### src/rtl/cpu_clken_ctrl.sv
// Programmable CPU clock-enable generator.
// Produces a one-cycle cpu_clken every div clk25 cycles while running. While halted it
// produces single-step pulses instead. Divisor and run/halt changes arrive over a
// valid/ready handshake. They are applied only on frame boundaries, so an enable
// period is never cut short.
module cpu_clken_ctrl #(
  parameter int unsigned DIV_W       = 26,
  parameter int unsigned DEFAULT_DIV = 25
) (
  input  logic             clk25,
  input  logic             rst,
  input  logic             cfg_valid,
  output logic             cfg_ready,
  input  logic [DIV_W-1:0] cfg_div,
  input  logic             cfg_halt,
  input  logic             step_req,
  output logic             cpu_clken,
  output logic             halted,
  output logic             step_done,
  output logic [DIV_W-1:0] cur_div
);

  localparam logic [DIV_W-1:0] DefaultDiv = DIV_W'(DEFAULT_DIV);
  localparam logic [DIV_W-1:0] OneDiv     = DIV_W'(1);

  typedef enum logic {StRun, StHalt} state_e;

  state_e           state_q, state_d;
  logic [DIV_W-1:0] cnt_q, cnt_d;
  logic [DIV_W-1:0] div_q, div_d;
  logic             pend_q, pend_d;
  logic [DIV_W-1:0] pend_div_q, pend_div_d;
  logic             pend_halt_q, pend_halt_d;
  logic             cfg_ready_q, cfg_ready_d;
  logic             step_hist_q;
  logic             clken_q, clken_d;
  logic             step_done_q, step_done_d;
  logic             halted_q, halted_d;

  logic             boundary;
  logic             step_edge;
  logic             accept;
  logic             apply;
  logic             step_fire;
  logic [DIV_W-1:0] cfg_div_clamped;

  // In HALT every cycle is a boundary, so pending config lands on the next cycle.
  assign boundary        = (state_q == StHalt) || (cnt_q == div_q - OneDiv);
  assign step_edge       = step_req & ~step_hist_q;
  assign accept          = cfg_valid & cfg_ready_q;
  assign apply           = boundary & pend_q;
  // Divisors 0 and 1 both mean "enable every cycle".
  assign cfg_div_clamped = (cfg_div <= OneDiv) ? OneDiv : cfg_div;

  // State register: all controller state, synchronous reset.
  always_ff @(posedge clk25) begin
    if (rst) begin
      state_q     <= StRun;
      cnt_q       <= '0;
      div_q       <= DefaultDiv;
      pend_q      <= 1'b0;
      pend_div_q  <= DefaultDiv;
      pend_halt_q <= 1'b0;
      cfg_ready_q <= 1'b1;
      step_hist_q <= 1'b0;
      clken_q     <= 1'b0;
      step_done_q <= 1'b0;
      halted_q    <= 1'b0;
    end else begin
      state_q     <= state_d;
      cnt_q       <= cnt_d;
      div_q       <= div_d;
      pend_q      <= pend_d;
      pend_div_q  <= pend_div_d;
      pend_halt_q <= pend_halt_d;
      cfg_ready_q <= cfg_ready_d;
      step_hist_q <= step_req;
      clken_q     <= clken_d;
      step_done_q <= step_done_d;
      halted_q    <= halted_d;
    end
  end

  // Next state: frame counter, config apply at boundary, config capture on handshake.
  always_comb begin
    state_d     = state_q;
    div_d       = div_q;
    pend_d      = pend_q;
    pend_div_d  = pend_div_q;
    pend_halt_d = pend_halt_q;
    cfg_ready_d = cfg_ready_q;
    if (state_q == StRun) begin
      cnt_d = boundary ? '0 : cnt_q + OneDiv;
    end else begin
      cnt_d = '0;
    end
    // Apply uses only what was already pending; accept and apply never overlap
    // because accept needs cfg_ready, which is low whenever something is pending.
    if (apply) begin
      div_d       = pend_div_q;
      cnt_d       = '0;
      state_d     = pend_halt_q ? StHalt : StRun;
      pend_d      = 1'b0;
      cfg_ready_d = 1'b1;
    end
    if (accept) begin
      pend_d      = 1'b1;
      pend_div_d  = cfg_div_clamped;
      pend_halt_d = cfg_halt;
      cfg_ready_d = 1'b0;
    end
  end

  // Outputs: enable from the counter in RUN, from step edges in HALT.
  always_comb begin
    // A step edge that coincides with leaving HALT is dropped.
    step_fire   = (state_q == StHalt) && step_edge && !(apply && !pend_halt_q);
    clken_d     = (state_q == StRun) ? (cnt_q == '0) : step_fire;
    step_done_d = step_fire;
    halted_d    = (state_d == StHalt);
  end

  assign cpu_clken = clken_q;
  assign step_done = step_done_q;
  assign halted    = halted_q;
  assign cfg_ready = cfg_ready_q;
  assign cur_div   = div_q;

endmodule
### config.mk
export PLATFORM = sky130hd
export DESIGN_NAME = cpu_clken_ctrl
export DESIGN_NICKNAME = d
export VERILOG_FILES = /design/src/rtl/cpu_clken_ctrl.sv
export SDC_FILE = /design/constraint.sdc
export NUM_CORES = 1
export LEC_CHECK = 0
export CORE_MARGIN = 2
export CORE_UTILIZATION = 39
export DETAILED_ROUTE_END_ITERATION = 8
export HOLD_SLACK_MARGIN = 0.08
export PLACE_DENSITY = 0.67
export SYNTH_ARGS = -nofsm -noshare
export SYNTH_HDL_FRONTEND = slang
export SYNTH_SLANG_ARGS = --single-unit
### constraint.sdc
create_clock -name clk25 -period 5 [get_ports clk25]
set_input_delay 0.5 -clock clk25 [delete_from_list [all_inputs] [get_ports clk25]]
set_output_delay 0.5 -clock clk25 [all_outputs]
set_load 0.05 [all_outputs]
==> run metrics, run 1 <==
outcome completed; fmax 254 MHz; CP Launch Point cur_div[0]; fin crit period 3940 ps; post-CTS sizing 0; num rows 41; First-pass DRT Iterations 6; Area growth syn-to-layout 18.4%; clk sinks 85; # setup viols final 0; Worst VDD drop 0.000192 V; dpl ws 1070 ps; GRT overflow 0; synth top area cells dfxtp_1 34%, and3_1 6.9%, nand2_1 5.0%; synthesized net count 679; RSZ-0062 raised after global routing false; max-capacitance violation count 0; Final Hold Vio Count 0; Leak 2.17 nW; Num CTS Buffers 9; clock skew 6.12 ps; number of global-route vias before repair 4764; DRT iter0 DRCs 523; Die H 118 um; Flop pwr share 0.447; top cell type's share of synthesized area 0.336; GRT Resource Usage Total 0.213; Clock transition at path regs 60 ps; most frequent cells in the layout 85 x dfxtp_1, 68 x nand2_1, 59 x clkdlybuf4s50_1; pin count of the biggest net entering global routing 68; Final WS setup 1060 ps; Post-CTS Setup Bufs 0; combinational share of power 0.067; setup_tns 0 ps; CORE AREA 12700 um2; Root Buffer clkbuf_16; Longest Clk Path Bufs 2; Crit Path Class reg -> reg; layout cells sized above 1 0.0421; initial antenna violation count 0; number of I/O pins 61; R2R Path Start cur_div[0]; Slew @ Worst Pin 990 ps; P_sw 374 uW; synthesized area 5060 um2; Max Transition Viols Final 0; final WL 14700 um; routed via count 5016; via-per-instance ratio 5.99; crit-path max FO 33; Synth Instances 645; register area share after synthesis 0.336; switching share of power 0.232; Pwr Density 268 nW/um2; FFs w/ async S/R, synth 0; routed len/inst 17.6 um; internal power 1.23 mW; # diodes 0; clk_lat worst skew 340 ps; GP Congestion 0.915; Die Area 13900 um2; IO Port Bufs 60; Mean Syn Cell Area 7.85 um2; CP arrival 4140 ps; synth warn 0; number of enable flip-flop cells after synthesis 0; Worst Setup End Kind flop; Yosys reg bits 85; htree depth 3; start point of the worst hold path pend_halt_q; Clock power frac 0.486; antenna-violating nets left 0; # DRC 0; area leader, netlist dfxtp_1; Final period util 0.788; hold_buf cts 0; worst min path class reg -> reg; CTS tree done; post-detail-place hpwl 10300 um; Critical Path RT 5200 ps; fillers 1268; prevailing post-synth register cell dfxtp_1; Netlist cell types 57; fin nets 694; first-pass GRT wire length 24400 um; worst hold margin 460 ps; initial core utilization 0.400; Slew Limit Headroom 0.339; commonest non-fill, non-tap cell in the layout dfxtp_1; Die Wd 118 um; crit start category flop
## worst max-delay path, cell delays in order (launching register included)
cell and delay [ps]:
dfxtp_1 360, inv_1 110, ha_1 240, or4b_1 600, or4_1 630, a2111oi_2 330, o21ai_1 140, nor4_4 290
buf_4 350, and3_1 230, buf_4 350, o311ai_1 160
## kinds of logic after synthesis
kind of cell / synth area share
xor+xnor: 0.0900
mux: 0.00222
fa+ha+maj: 0.00742
compound gates: 0.170
buf+inv: 0.0655
flops: 0.336
simple gates: 0.329
## cell usage after synthesis (all sizes together) (20+ instances only)
cell type  instances
nand2             68
nand4             33
a31oi             28
o311ai            23
xnor2             26
xor2              26
and3              56
a21oi             31
nor4              20
nand2b            24
dfxtp             85
clkbuf            46
nor3              41
## power by group through the flow
stage | combinational, mW | clock (mW) | sequential (mW)
finish | 0.107 | 0.781 | 0.720
detailed placement | 0.107 | 0 | 0.734
floorplan | 0.0650 | 0 | 0.726
CTS | 0.108 | 0.791 | 0.719
global placement | 0.106 | 0 | 0.733
global route | 0.120 | 0.823 | 0.721
## stage by stage
step                cells  cell area (um2)   util  power (mW)
global route          837             5990  0.473        1.66
CTS                   837             5990  0.473        1.62
detailed placement    821             5640  0.445       0.841
global placement      821             5640  0.445       0.839
finish                837             5990  0.473        1.61
floorplan             645             5060      -       0.791
## area by class of cell
class                           instances  area, um2  area share
Timing Repair Buffer                   67        648       0.108
Multi-Input combinational cell        486       3040       0.507
Clock inverter                          6        119      0.0198
Clock buffer                           10        229      0.0382
Sequential cell                        85       1700       0.284
Tap cell                              172        215      0.0359
Inverter                               11       41.3     0.00689
## worst paths after layout
kind                      end  slack (ps)  cells after the start
setup / recovery  cur_div[19]        1060                     11
hold / removal    pend_halt_q         460                      2
setup reg to reg  cur_div[19]        1060                     11
hold reg to reg   pend_halt_q         460                      2
## per-layer routing
layer	vias to the layer above	share of wire	global-route usage
met5	-	0	0
met4	0	0.022	0.0663
met3	29	0.066	0.0451
met2	187	0.47	0.347
met1	2360	0.45	0.282
li1	2440	-	-
## state kept, by name, summed over array words and instances (netlist names)
| name | cells |
|---|---|
| cfg_ready | 1 |
| step_hist_q | 1 |
| pend_halt_q | 1 |
| cur_div | 26 |
| pend_div_q | 26 |
| cpu_clken | 1 |
| cnt_q | 26 |
| halted | 1 |
| step_done | 1 |
| pend_q | 1 |
(Power assumes the default switching activity.)
==> inputs of run 2 (changes only) <==
clock period = 4.05 ns   (was 5 ns; I/O delays follow)
==> run 2 against run 1 <==
Against the previous run:
- register-to-register slack lost 720 ps
- total power grew 13%
- final cell count grew 0.60%
- final area shrank 0.35%
- count of clock-buffer cells in the layout grew 2
- sequential power grew 22%
- critical path depth shrank 1
- flip-flop and latch count is the same
- non-clock buffer count grew 5
- clock power grew 2%
- utilization shrank 0.17 points
- largest power group is now sequential cells
==> run metrics, run 2 (synthesis results as in run 1) <==
outcome completed; Critical Path RT 4250 ps (-950 ps); post-CTS sizing 0 (unchanged); # diodes 0 (unchanged); max-capacitance violation count 0 (unchanged); Die Wd 118 um (unchanged); Worst VDD drop 0.000175 V (-9.3%); Slew Limit Headroom 0.418 (+0.0785); first-pass GRT wire length 23700 um (-2.6%); via-per-instance ratio 6.03 (+0.65%); final core utilization 0.471 (-0.00168); initial core utilization 0.400 (unchanged); Max Transition Viols Final 0 (unchanged); routed via count 5079 (+1.3%); Pwr Density 305 nW/um2 (+14%); critical path's largest stage delay 620 ps (about the same); Final Hold Vio Count 0 (unchanged); final WL 14600 um (-0.80%); pin count of the biggest net entering global routing 43 (-37%); Root Buffer clkbuf_16; Num CTS Buffers 9 (unchanged); CTS tree done; Area growth syn-to-layout 17.9%; depth of the worst register-to-register path 10 (-1); Worst Setup End Kind flop; Slew @ Worst Pin 871 ps (-118 ps); r2r setup slk 340 ps (-720 ps); Post-CTS Setup Bufs 0 (unchanged); start point of the worst hold path pend_halt_q; CP arrival 3910 ps (-230 ps); Leak 2.16 nW (-0.42%); crit start category flop; clk sinks 85 (unchanged); DRT iter0 DRCs 425 (-19%); htree depth 3 (unchanged); # setup viols final 0 (unchanged); antenna-violating nets left 0 (unchanged); Total Power 1.82 mW (+13%); initial antenna violation count 0 (unchanged); worst path cell trace inv_1 > ha_1 > or4b_1 > or4_1 > or3_1 > a32oi_1 > mux2_2 > and3_1 > buf_4 > o311ai_1; number of global-route vias before repair 4654 (-2.3%); hold-critical path depth 2 (unchanged); First-pass DRT Iterations 5 (-1); # DRC 0 (unchanged); number of I/O pins 61 (unchanged); commonest non-fill, non-tap cell in the layout dfxtp_1; Die H 118 um (unchanged); GRT overflow 0 (unchanged); setup_tns 0 ps (unchanged); num rows 41 (unchanged); Die Area 13900 um2 (unchanged); crit-path max FO 37 (+12%); clock skew 6.47 ps (+0.347 ps); routed len/inst 17.4 um (-1.4%); Crit-path slowest cell or4b_1; clk_lat worst skew 340 ps (about the same); Final period util 0.915 (+0.127); hold_buf cts 0 (unchanged); GP Congestion 0.947 (+3.6%); fin nets 699 (+0.72%); layout cells sized above 1 0.0493 (+0.00715); Longest Clk Path Bufs 2 (unchanged); Crit Path Class reg -> reg; Post-Place Cells 826 (+0.61%); post-detail-place hpwl 10100 um (-2.0%); worst min path class reg -> reg; R2R Path Start cur_div[0]; fin crit period 3710 ps (-234 ps); Buf/Inv on CP 2 (-1); most frequent cells in the layout 85 x dfxtp_1, 68 x nand2_1, 59 x clkdlybuf4s50_1; Clock transition at path regs 60 ps (about the same); Worst R2R End cur_div[1]; RSZ-0062 raised after global routing false; WHS Endpoint pend_halt_q; IO Port Bufs 60 (unchanged); GRT Resource Usage Total 0.209 (-0.00397); Non-Filler Instances 842 (+0.60%); delay-heaviest family, CP simple AND/OR/NAND/NOR gates; fmax 270 MHz (+6.3%); CORE AREA 12700 um2 (unchanged)
## run 2: cell count changes in the layout (fill, tap and decap cells not counted), sizes merged
cell,before,now
bufinv,3,0
clkbuf,10,12
inv,13,11
buf,8,13
clkinv,1,2
clkinvlp,0,2
## run 2: metrics by stage
stage / setup WS [ps] / hold slack [ps] / cell area [um2]
global placement: 530 / 450 / 5680
finish: 343 / 460 / 5970
CTS: 386 / 461 / 5970
floorplan: 686 / 382 / 5060
detailed placement: 396 / 451 / 5680
global route: 123 / 483 / 5970
## run 2: final cells by class
class | instances | area [um2]
repair buffers | 72 | 686
inverters | 11 | 41.3
multi-input cells | 486 | 3040
flip-flops and latches | 85 | 1700
well taps | 172 | 215
clock inverters | 4 | 32.5
fillers | 1268 | 6700
clock buffers | 12 | 256
## run 2: worst max-delay path by stage
stage | to | slack (ps) | startpoint | cells past startpoint
after floorplan | pend_q | 690 | cur_div[0] | 12
after global placement | cur_div[1] | 530 | cur_div[0] | 10
after detailed placement | cur_div[1] | 400 | cur_div[0] | 10
after CTS | cur_div[1] | 390 | cur_div[0] | 10
after global routing | cur_div[2] | 120 | cur_div[0] | 10
final | cur_div[1] | 340 | cur_div[0] | 10
## run 2: metal layers
layer	share of wire	track usage
met1	0.45	0.280
met5	0	0
met2	0.47	0.329
met3	0.059	0.0329
met4	0.026	0.0986
## run 2: tightest hold or removal path, stage by stage, from the launching register on
cell	delay, ps
dfxtp_1	310
nand2_1	50
a21oi_1	50
## run 2: power breakdown
part	leakage (nW)	switching [mW]	internal [mW]
Sequential	0.691	0.0213	0.859
Combinational	1.34	0.0863	0.0571
Clock	0.135	0.346	0.451
Total	2.16	0.454	1.37
